==> src/rtl/riscv_pkg.sv <==
// Shared RV32I definitions: next-PC select encodings, base opcodes,
// fetch FSM states and the default reset PC.
package riscv_pkg;

   localparam logic [1:0] PC_SRC_SEQ    = 2'b00;
   localparam logic [1:0] PC_SRC_BRANCH = 2'b01;
   localparam logic [1:0] PC_SRC_JUMP   = 2'b10;

   localparam logic [6:0] OPC_LUI    = 7'b0110111;
   localparam logic [6:0] OPC_AUIPC  = 7'b0010111;
   localparam logic [6:0] OPC_JAL    = 7'b1101111;
   localparam logic [6:0] OPC_JALR   = 7'b1100111;
   localparam logic [6:0] OPC_BRANCH = 7'b1100011;
   localparam logic [6:0] OPC_LOAD   = 7'b0000011;
   localparam logic [6:0] OPC_STORE  = 7'b0100011;
   localparam logic [6:0] OPC_OP_IMM = 7'b0010011;
   localparam logic [6:0] OPC_OP     = 7'b0110011;
   localparam logic [6:0] OPC_SYSTEM = 7'b1110011;

   typedef enum logic [1:0] {
      ST_IDLE  = 2'd0,
      ST_FETCH = 2'd1,
      ST_HOLD  = 2'd2,
      ST_HALT  = 2'd3
   } fetch_state_t;

   localparam logic [31:0] DEFAULT_RESET_PC = 32'h0000_0000;

endpackage

==> src/rtl/pc_next_sel.sv <==
// Combinational next-PC selection with word-alignment check.
// Kept standalone so the pipelined core can reuse it unchanged.
module pc_next_sel
   import riscv_pkg::*;
(
   input  logic [31:0] pc,
   input  logic [1:0]  pc_src,
   input  logic        branch_taken,
   input  logic [31:0] branch_target,
   input  logic [31:0] jump_target,
   output logic [31:0] pc_plus4,
   output logic [31:0] next_pc,
   output logic        misaligned
);

   assign pc_plus4 = pc + 32'd4;

   always_comb begin
      next_pc = pc_plus4;
      case (pc_src)
         PC_SRC_BRANCH: next_pc = branch_taken ? branch_target : pc_plus4;
         PC_SRC_JUMP:   next_pc = jump_target;
         default:       next_pc = pc_plus4;
      endcase
   end

   assign misaligned = (next_pc[1:0] != 2'b00);

endmodule

==> src/rtl/fetch_unit.sv <==
// RV32I instruction fetch: owns the PC, fetches over a req/valid handshake
// and holds the instruction for the control unit until it commits.
module fetch_unit
   import riscv_pkg::*;
#(
   parameter logic [31:0] RESET_PC = DEFAULT_RESET_PC
) (
   input  logic        clk,
   input  logic        rst_n,
   output logic        imem_req,
   output logic [31:0] imem_addr,
   input  logic        imem_valid,
   input  logic [31:0] imem_rdata,
   input  logic [1:0]  pc_src,
   input  logic        branch_taken,
   input  logic [31:0] branch_target,
   input  logic [31:0] jump_target,
   input  logic        advance,
   output logic        inst_valid,
   output logic [31:0] inst,
   output logic [6:0]  opcode,
   output logic [2:0]  funct3,
   output logic [6:0]  funct7,
   output logic [31:0] pc,
   output logic [31:0] pc_plus4,
   output logic        misaligned_err
);

   fetch_state_t state_q, state_d;
   logic [31:0]  pc_q, pc_d;
   logic [31:0]  inst_q, inst_d;
   logic         inst_valid_q, inst_valid_d;
   logic         imem_req_q, imem_req_d;
   logic         misaligned_err_q, misaligned_err_d;
   logic [31:0]  next_pc;
   logic         next_misaligned;

   pc_next_sel u_pc_next_sel (
      .pc            (pc_q),
      .pc_src        (pc_src),
      .branch_taken  (branch_taken),
      .branch_target (branch_target),
      .jump_target   (jump_target),
      .pc_plus4      (pc_plus4),
      .next_pc       (next_pc),
      .misaligned    (next_misaligned)
   );

   always_comb begin
      state_d          = state_q;
      pc_d             = pc_q;
      inst_d           = inst_q;
      inst_valid_d     = inst_valid_q;
      imem_req_d       = imem_req_q;
      misaligned_err_d = misaligned_err_q;
      case (state_q)
         ST_IDLE: begin
            state_d    = ST_FETCH;
            imem_req_d = 1'b1;
         end
         ST_FETCH: begin
            // advance is deliberately not looked at here
            if (imem_valid) begin
               inst_d       = imem_rdata;
               inst_valid_d = 1'b1;
               imem_req_d   = 1'b0;
               state_d      = ST_HOLD;
            end
         end
         ST_HOLD: begin
            if (advance) begin
               if (!next_misaligned) begin
                  pc_d         = next_pc;
                  inst_valid_d = 1'b0;
                  imem_req_d   = 1'b1;
                  state_d      = ST_FETCH;
               end else begin
                  misaligned_err_d = 1'b1;
                  state_d          = ST_HALT;
               end
            end
         end
         ST_HALT: begin
            // faulting instruction stays visible until reset
         end
         default: state_d = ST_IDLE;
      endcase
   end

   always_ff @(posedge clk or negedge rst_n) begin
      if (!rst_n) begin
         state_q          <= ST_IDLE;
         pc_q             <= RESET_PC;
         inst_q           <= 32'd0;
         inst_valid_q     <= 1'b0;
         imem_req_q       <= 1'b0;
         misaligned_err_q <= 1'b0;
      end else begin
         state_q          <= state_d;
         pc_q             <= pc_d;
         inst_q           <= inst_d;
         inst_valid_q     <= inst_valid_d;
         imem_req_q       <= imem_req_d;
         misaligned_err_q <= misaligned_err_d;
      end
   end

   assign imem_req       = imem_req_q;
   assign imem_addr      = pc_q;
   assign pc             = pc_q;
   assign inst           = inst_q;
   assign inst_valid     = inst_valid_q;
   assign misaligned_err = misaligned_err_q;
   assign opcode         = inst_q[6:0];
   assign funct3         = inst_q[14:12];
   assign funct7         = inst_q[31:25];

endmodule

==> config.mk <==
export PLATFORM = sky130hd
export DESIGN_NAME = fetch_unit
export DESIGN_NICKNAME = d
export VERILOG_FILES = /design/src/rtl/riscv_pkg.sv /design/src/rtl/pc_next_sel.sv /design/src/rtl/fetch_unit.sv
export SDC_FILE = /design/constraint.sdc
export NUM_CORES = 1
export LEC_CHECK = 0
export ABC_AREA = 1
export CORE_MARGIN = 2
export CORE_UTILIZATION = 43
export CTS_CLUSTER_SIZE = 24
export DETAILED_ROUTE_END_ITERATION = 16
export PLACE_DENSITY = 0.87
export SKIP_LAST_GASP = 1
export SLEW_MARGIN = 5
export SYNTH_ARGS = -nofsm -noshare
export SYNTH_HDL_FRONTEND = slang
export SYNTH_SLANG_ARGS = --single-unit
==> constraint.sdc <==
create_clock -name clk -period 3.9 [get_ports clk]
set_input_delay 0.78 -clock clk [delete_from_list [all_inputs] [get_ports clk]]
set_output_delay 0.78 -clock clk [all_outputs]
set_load 0.02 [all_outputs]
==> impl_metrics.json <==
{
  "place_ws_ns": 0.922,
  "pwr-share-clk_pct": 11.9,
  "ir_worst_vdd_mv": 0.467,
  "synth_top_family_by_area": "simple AND/OR/NAND/NOR gates",
  "ant_nets": 0,
  "grt_pass1_wl_mm": 22.2,
  "cp_max_fo": 5,
  "synthXorXnorAreaFrac_pct": 3.02,
  "synthCells": 629,
  "syn-cell-area_um2": 4720,
  "p_leak_nw": 3.30,
  "required_ns": 3.12,
  "n_antenna_cell": 0,
  "worstMarginPinSlew_ns": 0.885,
  "grt_max_degree": 70,
  "dr_wl_met3_um": 945,
  "vias": 4644,
  "synth_fp_nets": 738,
  "drt-pass1-iter-count": 5,
  "post-route-period-util_pct": 84.8,
  "die_area_um2": 11800,
  "routed_wl_mm": 14.1,
  "io_pins": 251,
  "cp-end-kind": "output pin",
  "rr_startpoint": "state_q[0]",
  "areaGrowthSynthToFinish_pct": 52.7,
  "layout.nets": 935,
  "finalMaxSlewViolations": 0,
  "switching_share_pct": 44.0,
  "root_buffer": "clkbuf_8",
  "fin_skew_ns": 0.00924,
  "grt_usage_pct": 24.0,
  "cts_tree": "built",
  "drive_gt1_share_pct": 9.40,
  "cp-start-kind": "flop",
  "met2_length_mm": 7.08,
  "cts_buffer_depth": 2,
  "fin_area_um2": 7210,
  "rows": 38,
  "cts_hold_buf": 0,
  "arrival_ns": 2.53,
  "syn_avg_cell_area_um2": 7.51,
  "gp_congestion": 0.891,
  "grt_remaining_overflow": 0,
  "post-route-util_pct": 66.8,
  "setup_viol": 0,
  "powerDensity_nw_per_um2": 794,
  "wl_per_cell_um": 14.6,
  "drt_first_iter_violations": 167,
  "port_buffers": 250,
  "post-route-drc-count": 0,
  "numCtsBuffers": 9,
  "die_h_um": 109,
  "power.net_switching_w": 0.00252,
  "antenna_found_initial": 0,
  "min_from": "misaligned_err",
  "p_comb_share_pct": 63.0,
  "slew_headroom_pct": 41.0,
  "top_layer": "met4",
  "die_x_um": 109,
  "status": "complete, no violations",
  "start_util_pct": 43.8,
  "finalCriticalPeriod_ns": 3.31,
  "wl_met1_mm": 5.88,
  "cts_resized": 0,
  "rsz0062_at_grt": "no",
  "finalHoldViolCount": 0,
  "hp-class": "reg2reg",
  "pwr-share-seq_pct": 25.1,
  "ctsHtreeMaxLevel": 3,
  "synth_cell_type_count": 29,
  "synth_compound_area_share_pct": 9.33,
  "synth-adder-area-share_pct": 1.59,
  "intPower_w": 0.00321,
  "crit_start": "imem_addr[2]",
  "post_cts_buffers": 0,
  "muxShareOfSynthArea_pct": 7.63,
  "dpl.hpwl_mm": 11.0,
  "vias_per_cell": 4.79,
  "place_area_um2": 6980,
  "core_region_area_um2": 10800,
  "critPathKind": "reg2out",
  "ys_ff_latch": 69,
  "yosys.area_share.simple_pct": 27.1,
  "synth-seq-area-share_pct": 36.6,
  "clock.fmax_mhz": 302,
  "fin_ws_ns": 0.591,
  "grt_pass1_vias": 4525,
  "path_clk_slew_ns": 0.07,
  "insertion_delay_ns": 0.34,
  "clock_sinks": 69,
  "drv_cap": 0,
  "yosys_warnings": 0,
  "setup_tns_ns": 0
}
routing by layer:
metal	GRT usage [%]	up-vias
met5	0	-
met4	6.68	0
met3	4.96	19
met2	41.9	176
met1	30.1	2140
li1	-	2309
final timing paths:
| check | slack, ns | depth (start not counted) | endpoint |
|---|---|---|---|
| worst max-delay path | 0.59 | 9 | pc_plus4[22] |
| worst min-delay path | 0.47 | 1 | misaligned_err |
| worst max register to register | 2.15 | 7 | imem_addr[21] |
| worst min register to register | 0.47 | 1 | misaligned_err |
| max in group asynchronous | 2.77 | 1 | imem_addr[8] |
| min in group asynchronous | 0.57 | 1 | imem_addr[19] |
cell usage after synthesis:
| master | n | area [µm²] |
|---|---|---|
| inv_2 | 2 | 7.51 |
| a22o_1 | 10 | 87.6 |
| buf_4 | 51 | 383 |
| o21ai_0 | 18 | 90.1 |
| nand2_2 | 3 | 18.8 |
| dfrtp_1 | 69 | 1730 |
| and2_1 | 5 | 31.3 |
| nand3b_1 | 1 | 7.51 |
| inv_1 | 59 | 221 |
| xor2_1 | 7 | 61.3 |
| mux2_2 | 32 | 360 |
| nor2_1 | 57 | 214 |
| buf_1 | 1 | 3.75 |
| o22ai_1 | 1 | 6.26 |
| ha_1 | 6 | 75.1 |
| clkbuf_1 | 9 | 33.8 |
| nor2_2 | 1 | 6.26 |
| a31o_2 | 1 | 8.76 |
| nand2_1 | 208 | 781 |
| nand3b_2 | 1 | 11.3 |
| xor2_2 | 5 | 81.3 |
| or2_2 | 1 | 6.26 |
| nor2_4 | 8 | 90.1 |
| buf_2 | 10 | 50.1 |
| o21ai_1 | 2 | 10.0 |
| a21oi_1 | 25 | 125 |
| nand2_4 | 1 | 11.3 |
| nand3_1 | 20 | 100 |
| a21boi_1 | 15 | 113 |
state kept, by name, indices dropped and copies added, names as in the netlist:
signal and count:
state_q 2, imem_addr 32, misaligned_err 1, imem_req 1
inst_valid 1, inst 32
cells in the final DEF, fill, tap and decap left out, drive strengths merged:
master	synthesis	routed
clkdlybuf4s50	0	249
nand2	212	212
dfrtp	69	69
nor2	66	66
inv	61	61
mux2	32	32
a21oi	25	25
nand3	20	20
o21ai	20	20
a21boi	15	15
clkbuf	9	12
xor2	12	12
a22o	10	10
buf	62	8
ha	6	6
and2	5	5
bufinv	0	2
nand3b	2	2
or2	1	1
o22ai	1	1
a31o	1	1
clkinvlp	0	1
area by class of cell:
cell class	count	area (µm²)
tap	140	175
clock buffer	12	165
clock inverter	3	67.6
inverter	61	229
timing repair buffer	257	2550
fill	934	3580
sequential	69	1730
multi-input combinational	428	2300
power by group through the flow:
stage / Clock [W] / Combinational [W] / Sequential, W
final: 0.000680 / 0.00361 / 0.00144
after global routing: 0.000732 / 0.00387 / 0.00150
after CTS: 0.000701 / 0.00363 / 0.00144
after detailed placement: 0 / 0.00362 / 0.00145
after global placement: 0 / 0.00357 / 0.00143
after floorplan: 0 / 0.00179 / 0.00177
critical path, stage by stage, from the launching register on:
cell and delay, ns:
dfrtp_1 0.45, ha_1 0.24, nand2_1 0.10, nor2_2 0.14, nand2_2 0.14, nor2_4 0.23, nand2_1 0.08, nand2_1 0.08
and2_1 0.13, clkdlybuf4s50_1 0.60
logic make-up after synthesis:
kind of cell,count (synthesis)
buffers and inverters,132
AO/OA/AOI/OAI,72
adder cells (fa/ha/maj),6
XOR/XNOR,12
multiplexers,32
AND/OR/NAND/NOR,306
flip-flops,69
through the flow:
step                total power (W)  hold WS [ns]  instances
global placement            0.00500         0.453        955
CTS                         0.00578         0.471        970
finish                      0.00573         0.472        970
detailed placement          0.00507         0.459        955
global route                0.00611         0.499        970
floorplan                   0.00356         0.484        629
Power figures use the tool's default switching activity.
